==> src/rtl/ring_counter_pkg.sv <==
// Shared constants and helpers for the direction/mode ring counter family.
package ring_counter_pkg;

    localparam logic MODE_RING    = 1'b0;
    localparam logic MODE_JOHNSON = 1'b1;

    localparam logic DIR_FWD = 1'b0;
    localparam logic DIR_REV = 1'b1;

    // Width of the position index: enough to count the 2*WIDTH Johnson states.
    function automatic int calc_pw(input int width);
        return $clog2(2 * width);
    endfunction

endpackage

==> src/rtl/ring_state_decode.sv <==
// Combinational decoder for the counter state.
// Reports legality, sequence position and first/last markers under the current mode.
module ring_state_decode
    import ring_counter_pkg::*;
#(
    parameter int WIDTH = 4,
    localparam int PW = calc_pw(WIDTH)
) (
    input  logic [WIDTH-1:0] out,
    input  logic             mode,
    output logic             legal,
    output logic [PW-1:0]    pos,
    output logic             last,
    output logic             first
);

    // Number of set bits in v.
    function automatic logic [7:0] popcount(input logic [WIDTH-1:0] v);
        logic [7:0] cnt;
        cnt = 8'd0;
        for (int i = 0; i < WIDTH; i++) begin
            cnt = cnt + {7'd0, v[i]};
        end
        return cnt;
    endfunction

    // True when v is a run of ones starting at bit 0 (all-zero included).
    function automatic logic is_low_mask(input logic [WIDTH-1:0] v);
        return ((v & (v + {{(WIDTH-1){1'b0}}, 1'b1})) == {WIDTH{1'b0}});
    endfunction

    // Bit index of a one-hot value (OR-accumulate is exact for one-hot input).
    function automatic logic [7:0] onehot_index(input logic [WIDTH-1:0] v);
        logic [7:0] idx;
        idx = 8'd0;
        for (int i = 0; i < WIDTH; i++) begin
            idx = idx | (v[i] ? 8'(i) : 8'd0);
        end
        return idx;
    endfunction

    logic [7:0] ones_s;
    logic [7:0] ring_idx_s;
    logic [7:0] john_idx_s;
    logic [7:0] idx_s;
    logic [7:0] last_idx_s;
    logic       ring_legal_s;
    logic       john_legal_s;

    // Decode legality and index for both modes, then select by mode.
    always_comb begin
        ones_s       = popcount(out);
        ring_legal_s = (ones_s == 8'd1);
        // A twisted-ring state has its ones packed against bit 0 or against the MSB.
        john_legal_s = is_low_mask(out) || is_low_mask(~out);
        ring_idx_s   = onehot_index(out);
        if (out == {WIDTH{1'b0}}) begin
            john_idx_s = 8'd0;
        end else if (out[0]) begin
            john_idx_s = ones_s;
        end else begin
            john_idx_s = 8'(2 * WIDTH) - ones_s;
        end

        legal      = 1'b0;
        idx_s      = 8'd0;
        last_idx_s = 8'd0;
        case (mode)
            MODE_RING: begin
                legal      = ring_legal_s;
                idx_s      = ring_idx_s;
                last_idx_s = 8'(WIDTH - 1);
            end
            MODE_JOHNSON: begin
                legal      = john_legal_s;
                idx_s      = john_idx_s;
                last_idx_s = 8'(2 * WIDTH - 1);
            end
            default: begin
                legal      = 1'b0;
                idx_s      = 8'd0;
                last_idx_s = 8'd0;
            end
        endcase

        if (legal) begin
            pos   = idx_s[PW-1:0];
            first = (idx_s == 8'd0);
            last  = (idx_s == last_idx_s);
        end else begin
            pos   = {PW{1'b0}};
            first = 1'b0;
            last  = 1'b0;
        end
    end

endmodule

==> src/rtl/dir_mode_ring_counter.sv <==
// One-hot / Johnson ring counter with direction, enable, parallel load,
// wrap pulse and self-correction from illegal states.
module dir_mode_ring_counter
    import ring_counter_pkg::*;
#(
    parameter int WIDTH = 4,
    localparam int PW = calc_pw(WIDTH)
) (
    input  logic             clk,
    input  logic             rstn,
    input  logic             en,
    input  logic             dir,
    input  logic             mode,
    input  logic             load,
    input  logic [WIDTH-1:0] load_val,
    output logic [WIDTH-1:0] out,
    output logic [PW-1:0]    pos,
    output logic             tc,
    output logic             err
);

    localparam logic [WIDTH-1:0] RESET_VAL = {{(WIDTH-1){1'b0}}, 1'b1};

    logic [WIDTH-1:0] out_r;
    logic             tc_r;
    logic             err_r;
    logic [WIDTH-1:0] step_s;
    logic [WIDTH-1:0] out_nx_s;
    logic             tc_nx_s;
    logic             err_nx_s;
    logic             legal_s;
    logic             last_s;
    logic             first_s;

    ring_state_decode #(
        .WIDTH (WIDTH)
    ) u_decode (
        .out   (out_r),
        .mode  (mode),
        .legal (legal_s),
        .pos   (pos),
        .last  (last_s),
        .first (first_s)
    );

    // Shifted value for a legal step in the selected mode and direction.
    always_comb begin
        case ({mode, dir})
            {MODE_RING,    DIR_FWD}: step_s = {out_r[WIDTH-2:0], out_r[WIDTH-1]};
            {MODE_RING,    DIR_REV}: step_s = {out_r[0], out_r[WIDTH-1:1]};
            {MODE_JOHNSON, DIR_FWD}: step_s = {out_r[WIDTH-2:0], ~out_r[WIDTH-1]};
            {MODE_JOHNSON, DIR_REV}: step_s = {~out_r[0], out_r[WIDTH-1:1]};
            default:                 step_s = RESET_VAL;
        endcase
    end

    // Next-state selection: load beats enable; enable steps or corrects; otherwise hold.
    always_comb begin
        out_nx_s = out_r;
        tc_nx_s  = 1'b0;
        err_nx_s = 1'b0;
        if (load) begin
            out_nx_s = load_val;
        end else if (en) begin
            if (legal_s) begin
                out_nx_s = step_s;
                // Wrap is leaving the last index going forward or index 0 going backward.
                tc_nx_s  = (dir == DIR_FWD) ? last_s : first_s;
            end else begin
                out_nx_s = RESET_VAL;
                err_nx_s = 1'b1;
            end
        end else begin
            out_nx_s = out_r;
        end
    end

    // State and pulse registers with asynchronous clear.
    always_ff @(posedge clk or negedge rstn) begin
        if (!rstn) begin
            out_r <= RESET_VAL;
            tc_r  <= 1'b0;
            err_r <= 1'b0;
        end else begin
            out_r <= out_nx_s;
            tc_r  <= tc_nx_s;
            err_r <= err_nx_s;
        end
    end

    assign out = out_r;
    assign tc  = tc_r;
    assign err = err_r;

endmodule

==> config.mk <==
export PLATFORM = sky130hd
export DESIGN_NAME = dir_mode_ring_counter
export DESIGN_NICKNAME = d
export VERILOG_FILES = /design/src/rtl/ring_counter_pkg.sv /design/src/rtl/ring_state_decode.sv /design/src/rtl/dir_mode_ring_counter.sv
export SDC_FILE = /design/constraint.sdc
export NUM_CORES = 1
export LEC_CHECK = 0
export BUFFER_PORTS_ARGS = -buffer_cell sky130_fd_sc_hd__buf_2
export CELL_PAD_IN_SITES_DETAIL_PLACEMENT = 1
export CELL_PAD_IN_SITES_GLOBAL_PLACEMENT = 1
export CORE_MARGIN = 1.5
export CORE_UTILIZATION = 40
export CTS_BUF_LIST = sky130_fd_sc_hd__clkbuf_8
export CTS_CLUSTER_DIAMETER = 200
export DETAILED_ROUTE_END_ITERATION = 7
export HOLD_SLACK_MARGIN = 0.03
export PLACE_DENSITY_LB_ADDON = 0.05
export SYNTH_ARGS = -nofsm -noshare
export SYNTH_HDL_FRONTEND = slang
export SYNTH_HIERARCHICAL = 1
export SYNTH_SLANG_ARGS = --single-unit
==> constraint.sdc <==
create_clock -name clk -period 8.4 [get_ports clk]
set_input_delay 0.84 -clock clk [delete_from_list [all_inputs] [get_ports clk]]
set_output_delay 0.84 -clock clk [all_outputs]
set_load 0.005 [all_outputs]
==> metrics.md <==
| Metric | Value |
|---|---|
| Vias/cell | roughly 5 |
| Power Density | 181 nW/um^2 |
| Final hold vios | 0 |
| Cell Area, Synth | between 700 and 800 um^2 |
| Slowest stage cell, crit path | dfstp_2 |
| Clock-pin slew on the worst setup and hold paths | approximately 0.04 ns |
| Clock buffer depth | 2 |
| Initial DRC count | 9 |
| Synth Register Bits | 6 |
| Vias in the first global route | 647 |
| Initial core utilization | 42.6% |
| CP Capture Type | output port |
| Finished Core Util | around half |
| Pre-CTS setup slack | 4.57 ns |
| Io pins | 19 |
| Layout cell share with drive strength beyond 1 | 28.2% |
| Total gr overflow | 0 |
| Crit path max fanout | 12 |
| Finished Layout Cells | between 100 and 150 |
| Crit path cell chain | inv_1, fa_1, inv_1, ha_1, inv_1, ha_1, inv_1, ha_1, or2_2, a32o_1, nor2_1, buf_2 |
| Netlist cell types | 33 |
| Largest net degree at the start of global routing | 13 |
| WP data required | 7.56 ns |
| Post-CTS resize count | 0 |
| Maximum vdd ir drop | 0.113 mV |
| TritonCTS Buffers | 3 |
| Worst skew pair latency | 0.22 ns |
| Min cycle time layout | 4.03 ns |
| Max-slew violation count | 0 |
| Storage element area | ~150 um^2 |
| Core Area | 1710 um^2 |
| N_diodes | 0 |
| Detail-routed net length per standard cell | 13.4 um |
| # nets final | 124 |
| Total setup buffers inserted after CTS | 0 |
| Fmax | 248 MHz |
| Final period util | 48.0% |
| Port buffer count | 18 |
| Total global-route track usage | between 10% and 20% |
| CTS root buf | clkbuf_8 |
| Crit path from | out[0]$_DFFE_PN1P_ |
| Least-Margin Pin Slew | 0.388 ns |
| Post-DP HPWL | 1.36 mm |
| Stages on the worst setup path | 12 |
| Worst path arrival time | 3.19 ns |
| Post-route antenna net violation count | 0 |
| Setup-failing EPs final | 0 |
| Seq/Total Area, Yosys | 20.8% |
| Initial antenna violation count | 0 |
| Vias | 655 |
| Sink Count | 6 |
| Multi-input logic area | 513 um^2 |
| Worst setup SP type | flop |
| Htree depth | 1 |
| DRC errors left | 0 |
| Setup Skew | 0.00433 ns |
| RSZ-0062 raised after global routing | false |
| Detailed-router iteration count before antenna repair | 4 |
| Buffers and inverters on the worst path | 5 |
| Worst Path Class, Setup | reg2out |
| R2r startpoint | out[0]$_DFFE_PN1P_ |
| Total wire length | about 1.7 mm |
| Yosys warnings | 6 |
| Final RePlAce weighted congestion | 0.762 |
| Die Wd | approximately 46 um |
| Min-delay worst type | in2async |
| Leakage power | 0.437 nW |
| Max_cap viols | 0 |
| Die Y | 45.6 um |
| Crit path max-delay family | adder cells |
| CTS tree | yes |
| First-pass GRT wire length | 2.84 mm |
| Fillers | around 220 |
| Number of core rows | 15 |
| Synth Area per Inst | slightly below 9 um^2 |
| Syn nets | about 100 |
| CP max stage delay | 0.66 ns |
| Placed Cells | 124 |
| Slew HR | 74.1% |
| Hold_ws | 0.436 ns |
| Min setup slack post-route | 4.37 ns |
| Area grow syn2layout | 20.0% |
| Die area | approximately 2100 um^2 |
| CTS Hold Bufs | 0 |
| Syn Inst Count | 84 |
| R2r worst-path depth | 13 |
| Status | completed |
| Most used cell, CP | inv_1 |
| Post-route setup TNS | 0 ns |
stage by stage:
| step | cell area (um^2) | power [mW] |
|---|---|---|
| after global routing | 872 | 0.171 |
| after CTS | 872 | 0.160 |
| after floorplan | 727 | 0.0929 |
| after global placement | 827 | 0.112 |
| after detailed placement | 827 | 0.115 |
| final | 872 | 0.157 |
flip-flops by register name (all words and copies together) (netlist names):
| signal | cells |
|---|---|
| err | 1 |
| tc | 1 |
| out | 4 |
final timing paths:
kind	slack, ns	to
worst min-delay path	0.44	out[3]$_DFFE_PN0P_
max in group asynchronous	7.74	out[0]$_DFFE_PN1P_
worst max register to register	4.95	tc$_DFF_PN0_
worst min register to register	0.66	out[0]$_DFFE_PN1P_
worst max-delay path	4.37	pos[1]
min in group clk	0.66	out[0]$_DFFE_PN1P_
report_power, final:
group          switching [mW]  internal, mW  leakage, nW
Clock                  0.0124        0.0314       0.0269
Combinational          0.0402        0.0341        0.336
Sequential            0.00705        0.0323       0.0742
Total                  0.0597        0.0978        0.437
logic make-up after synthesis:
logic type / synth area share (%)
xor+xnor: 3.62
buf+inv: 8.61
compound gates: 20.3
mux: 5.68
simple gates: 22.7
fa+ha+maj: 18.2
flops: 20.8
synthesized netlist by cell type:
cell / n / area [um^2]
nand2_1: 4 / 15.0
nor3b_1: 2 / 15.0
o2bb2ai_1: 2 / 17.5
inv_1: 10 / 37.5
a32o_1: 1 / 10.0
or2_2: 1 / 6.26
a211oi_1: 1 / 7.51
o21ai_0: 1 / 5.00
buf_6: 1 / 11.3
a2bb2oi_1: 1 / 8.76
nor4bb_1: 2 / 20.0
a211oi_2: 2 / 25.0
nand2b_1: 1 / 6.26
xnor2_1: 3 / 26.3
mux2i_1: 3 / 30.0
a2111oi_2: 1 / 15.0
nand3_1: 2 / 10.0
nor2b_1: 3 / 18.8
nor4b_1: 1 / 8.76
or3_1: 1 / 6.26
fa_1: 1 / 20.0
a21o_1: 1 / 7.51
dfstp_2: 1 / 26.3
mux2_2: 1 / 11.3
a21oi_1: 5 / 25.0
nor4_2: 1 / 12.5
ha_1: 9 / 113
dfrtp_1: 5 / 125
buf_2: 2 / 10.0
nor2_1: 7 / 26.3
a211o_1: 3 / 26.3
nor3_1: 4 / 20.0
inv_2: 1 / 3.75
placed cells by master, fill, tap and decap left out, types with 3 or more instances in the layout:
master,count
clkbuf_8,3
nor2b_1,3
mux2i_1,3
nor2_1,7
nor3_1,4
xnor2_1,3
nand2_1,4
dfrtp_1,5
inv_1,11
a211o_1,3
a21oi_1,5
ha_1,9
buf_2,18
final cells by class:
cell class / instances / area share [%]
clock inverter: 1 / 0.430
inverter: 11 / 4.73
clock buffer: 3 / 4.73
tap: 25 / 3.59
timing repair buffer: 18 / 10.3
multi-input combinational: 64 / 58.8
sequential: 6 / 17.4
per-layer routing:
| layer | vias to the layer above | GRT usage (%) | wire length (um) |
|---|---|---|---|
| met1 | 308 | 25.7 | 826 |
| met2 | 15 | 29.0 | 810 |
| met4 | 0 | 1.76 | 0 |
| met5 | - | 0 | 0 |
| met3 | 0 | 7.14 | 74 |
| li1 | 332 | - | - |
No activity file was read; power rests on OpenSTA's default activity.
